<file path="src/rtl/univ_shiftreg.sv">
// Universal N-bit shift register: hold, logical/arithmetic shifts, rotates,
// parallel load and clear, plus a saturating count of shifts since the last
// reset, load or clear.
module univ_shiftreg #(
  parameter int            N         = 8,
  parameter logic [N-1:0]  RESET_VAL = '0,
  localparam int           CW        = $clog2(N + 1)
) (
  input  logic          CLK,
  input  logic          RST,
  input  logic          EN,
  input  logic [2:0]    MODE,
  input  logic          SIN_L,
  input  logic          SIN_R,
  input  logic [N-1:0]  D,
  output logic [N-1:0]  Q,
  output logic          SOUT_L,
  output logic          SOUT_R,
  output logic [CW-1:0] CNT,
  output logic          DONE
);

  typedef enum logic [2:0] {
    MODE_HOLD = 3'b000,
    MODE_SHL  = 3'b001,
    MODE_SHR  = 3'b010,
    MODE_ROL  = 3'b011,
    MODE_ROR  = 3'b100,
    MODE_LOAD = 3'b101,
    MODE_ASR  = 3'b110,
    MODE_CLR  = 3'b111
  } mode_e;

  localparam logic [CW-1:0] CNT_MAX = CW'(N);

  logic [N-1:0]  q_q, q_d;
  logic [CW-1:0] cnt_q, cnt_d;
  logic          shift;

  // Next-state selection for the data register and the shift counter.
  always_comb begin
    // NOTE: every output gets a default first so no path leaves it unassigned,
    // which would otherwise infer a latch.
    q_d   = q_q;
    cnt_d = cnt_q;
    shift = 1'b0;
    if (EN) begin
      case (mode_e'(MODE))
        MODE_HOLD: ;
        MODE_SHL: begin q_d = {q_q[N-2:0], SIN_L};    shift = 1'b1; end
        MODE_SHR: begin q_d = {SIN_R, q_q[N-1:1]};    shift = 1'b1; end
        MODE_ROL: begin q_d = {q_q[N-2:0], q_q[N-1]}; shift = 1'b1; end
        MODE_ROR: begin q_d = {q_q[0], q_q[N-1:1]};   shift = 1'b1; end
        MODE_ASR: begin q_d = {q_q[N-1], q_q[N-1:1]}; shift = 1'b1; end
        MODE_LOAD: begin q_d = D;  cnt_d = '0; end
        // Clear goes to zero, deliberately not to RESET_VAL.
        MODE_CLR:  begin q_d = '0; cnt_d = '0; end
        default: ;
      endcase
    end
    // Counter saturates at N so DONE stays asserted under further shifting.
    if (shift && (cnt_q != CNT_MAX)) cnt_d = cnt_q + 1'b1;
  end

  // State registers; synchronous reset overrides enable and mode.
  always_ff @(posedge CLK) begin
    // NOTE: non-blocking assignments so every flop samples pre-edge values.
    if (RST) begin
      q_q   <= RESET_VAL;
      cnt_q <= '0;
    end else begin
      q_q   <= q_d;
      cnt_q <= cnt_d;
    end
  end

  assign Q      = q_q;
  assign SOUT_L = q_q[N-1];
  assign SOUT_R = q_q[0];
  assign CNT    = cnt_q;
  assign DONE   = (cnt_q == CNT_MAX);

endmodule
</file>
<file path="config.mk">
export PLATFORM = sky130hd
export DESIGN_NAME = univ_shiftreg
export DESIGN_NICKNAME = d
export VERILOG_FILES = /design/src/rtl/univ_shiftreg.sv
export SDC_FILE = /design/constraint.sdc
export NUM_CORES = 1
export LEC_CHECK = 0
export ABC_AREA = 1
export CAP_MARGIN = 20
export CORE_MARGIN = 4
export CORE_UTILIZATION = 36
export DETAILED_ROUTE_END_ITERATION = 8
export GPL_TIMING_DRIVEN = 1
export PLACE_DENSITY = 0.78
export SLEW_MARGIN = 30
export SYNTH_ARGS = -nofsm -noshare
export SYNTH_HDL_FRONTEND = slang
export SYNTH_SLANG_ARGS = --single-unit
</file>
<file path="constraint.sdc">
create_clock -name CLK -period 1.2 [get_ports CLK]
set_input_delay 0.24 -clock CLK [delete_from_list [all_inputs] [get_ports CLK]]
set_output_delay 0.24 -clock CLK [all_outputs]
set_load 0.02 [all_outputs]
</file>
==> results list <==
- In this run the tool buffered the top-level ports with 30 buffer cells.
- Setup violations remaining at the end of the flow were counted as 5.
- In the final layout, the share of cells above drive strength 1 is 40.37%.
- Leading cell type in the layout, fill and taps excluded: sky130_fd_sc_hd__nand2_1
- From synthesis to final layout, the design area changed by 81.19%.
- The region available for standard cell placement spans 0.001783 mm2.
- After clock tree synthesis, the setup repair step added 0 buffers.
* Top-level port count: 31
- Worst reg2reg path depth: 9
* Most frequent cells in the layout: sky130_fd_sc_hd__nand2_1 (26), sky130_fd_sc_hd__buf_4 (24), sky130_fd_sc_hd__clkdlybuf4s50_1 (12)
* Required arrival time at the worst endpoint: 0.96 ns
- Among all flip-flop cells after synthesis, the most frequent one is sky130_fd_sc_hd__dfxtp_1.
* Post-synthesis instance total: 105
- The synthesized design devotes to its leading area cell type 34.72% of total area.
* Category of the most critical setup path: reg -> out
- Detailed-route via count: 931
* Final Hold Violating Endpoints: 0
* Final WS setup: -0.1279 ns
- The cell area that synthesis handed to floorplanning was 691.9 um2.
- After synthesis, flip-flops and latches occupy 34.72% of the total area.
- Net count after synthesis: 123
- Floorplan die area: 0.002687 mm2
- The first global-routing pass estimated 3898 um of wire.
- Clock network latency to the later pin of the worst-skew pair: 0.29 ns
- Design Power: 1.071 mW
- The worst pin sits at a relative slew slack of 79.91%.
- The initial utilization of the core area, before any placement, comes to 38.81%.
- The die is 51.84 um wide.
* EDFF count, synth: 0
- In this run switching power makes up 33.39% of total power.
- Once detail routing completed, the nets flagged for antenna violations numbered 0.
* Worst-case setup slack after placement: -0.4018 ns
* Category of the worst setup path capture point: output pin
- Drt wl/cell: 12.39 um
- The wire-length estimate of the detail-placed layout is 1686 um.
- Unrepaired setup endpoints after global routing: yes
* Core occupancy in the finished layout: 70.32%
* Arrival time reported for the critical path endpoint: 1.09 ns
* Synth top area cells: sky130_fd_sc_hd__dfxtp_1 (35%), sky130_fd_sc_hd__nand2_1 (17%), sky130_fd_sc_hd__a21oi_1 (8.7%)
- Syn_area_per_cell: 6.590 um2
- TritonCTS built the clock tree.
* Path class of the lowest-slack min-delay path: in -> reg
- Synthesis instantiated 17 different standard cells from the library.
- Global routing finished with a remaining overflow of 0.
- Max-slew violation count: 0
- The repair_antennas step left the layout with diodes totalling 0.
* Placed cell count: 182
- Die height: 51.84 um
- Total number of clock tree sinks: 12
- Counting instances, the worst hold path has a depth of 3.
- In this run the power spent charging and discharging nets is 357.7 uW.
- For the pin with the worst max-slew slack, the measured transition is 0.3002 ns.
- Cell type contributing the most total cell area after synthesis: sky130_fd_sc_hd__dfxtp_1
- Cell Int Power: 713.8 uW
- Based on the critical path, the design can be clocked at up to 753.1 MHz.
- Number of standard cells in the final layout excluding fillers: 186
- Across the VDD grid, the largest voltage drop is 657.5 uV.
* Final period demand of the worst path: 1.328 ns
- Number of placement rows: 15
* Antenna violations before repair: 0
- The final reports fail on setup timing.
- No sink is reached through more buffers than the 2 on the longest clock path.
- Share of the clock period used by the worst path: 110.7%
- STA classifies the critical path startpoint as a register.
- Worst-path fanout max: 2
- In this run, the clock network consumes 25.8% of the power.
- The flow ran to the end, but the final reports show violations.
- Using the TritonRoute via totals, the vias-per-cell ratio works out to 5.005.
- Warnings from Yosys: 0
- Global routing used 19.26% of the available tracks.
- The detailed router finished its first iteration with 22 violations.
- After synthesis, the share of flip-flops with an asynchronous set or reset is 0%.
* Sequential share of power: 40.9%
- Summed over all cells, the static leakage comes to 0.5882 nW.
* Maximum clock skew at final layout: 0.007815 ns
* Number of clock buffers inserted by TritonCTS: 3
- Of the total power, combinational logic draws 33.3%.
- Post-route DRC: 0
- The number of global-route vias before repair was 910.
- The routed design has 2305 um of wire.
- Maximum number of pins on one net before global-route repair: 9
* Final nets: 180
* Power Dens Cells: 854.7 mW/mm2
* Clock tree root buffer cell: sky130_fd_sc_hd__clkbuf_4
- Synthesized flop and latch total: 12
* Clock-pin transition on the worst setup and hold timing paths: 0.08 ns
- Before antenna repair, the detailed router went through 6 iterations.
* Global placement routability congestion: 0.8045
- Max-cap violations in this run came to 0.
* H-Tree Depth: 1
## worst paths after layout
| path | start | end | slack [ns] |
|---|---|---|---|
| max | CNT[0] | DONE | -0.13 |
| min | D[3] | Q[3] | 0.52 |
| min reg2reg | Q[4] | Q[5] | 0.62 |
| max reg2reg | CNT[0] | CNT[3] | -0.10 |
## area by class of cell
cell class              instances  area (um2)
multi-input cells              81       471.7
flip-flops and latches         12       251.5
fillers                       162       529.3
clock buffers                   3       22.52
repair buffers                 54       432.9
clock inverters                 1       3.754
inverters                      10       40.04
well taps                      25       31.28
## repair_timing
action / 4_1_cts / 5_1_grt
hold buffers: 0 / 0
pin swaps: 7 / 4
endpoints found under the setup margin: 27 / 16
gates resized for setup: 47 / 27
## power groups by stage
stage,clock network (mW),registers (mW),logic (mW)
3_5_place_dp,0,0.448,0.362
3_3_place_gp,0,0.448,0.358
5_1_grt,0.303,0.444,0.393
6_report,0.276,0.438,0.357
2_1_floorplan,0,0.487,0.118
4_1_cts,0.279,0.438,0.350
## synth_stat cells, types with 2 or more instances
library cell,number
sky130_fd_sc_hd__dfxtp_1,12
sky130_fd_sc_hd__nand2_1,31
sky130_fd_sc_hd__xor2_1,2
sky130_fd_sc_hd__nand3_1,4
sky130_fd_sc_hd__o21ai_0,11
sky130_fd_sc_hd__nand4_1,2
sky130_fd_sc_hd__a21oi_1,12
sky130_fd_sc_hd__ha_1,2
sky130_fd_sc_hd__inv_1,10
sky130_fd_sc_hd__a31oi_1,6
sky130_fd_sc_hd__buf_4,2
sky130_fd_sc_hd__nor2_1,6
## critical path: stages, from the launching register on
cell and delay, ns:
sky130_fd_sc_hd__dfxtp_4 0.35, sky130_fd_sc_hd__inv_4 0.06, sky130_fd_sc_hd__ha_4 0.13, sky130_fd_sc_hd__nand2_4 0.04, sky130_fd_sc_hd__nor2_4 0.10, sky130_fd_sc_hd__buf_6 0.13
## per-stage QoR
| stage | hold slack (ns) | TNS, ns | area, um2 |
|---|---|---|---|
| 2_1_floorplan | 0.2994 | -0.3452 | 726.9 |
| 5_1_grt | 0.5224 | -1.044 | 1254 |
| 4_1_cts | 0.5191 | -0.7436 | 1246 |
| 6_report | 0.5244 | -0.4883 | 1254 |
| 3_5_place_dp | 0.5994 | -4.723 | 1224 |
| 3_3_place_gp | 0.5908 | -4.067 | 1224 |
## kinds of logic after synthesis
group,Yosys count,synth area share [%]
compound gates,31,24.05
xor+xnor,2,2.532
fa+ha+maj,2,3.616
buf+inv,12,7.595
flops,12,34.72
simple gates,46,27.49
## flip-flops by register name, summed over array words and instances (netlist names)
name / cells
CNT: 4
Q: 8
## layer usage
layer / track usage (%) / part of all wire, %
met4: 9.607 / 1.7
met2: 32.22 / 53
met1: 23.02 / 39
met3: 4.011 / 6.7
met5: 0 / 0
No activity file was read; power rests on OpenSTA's default activity.
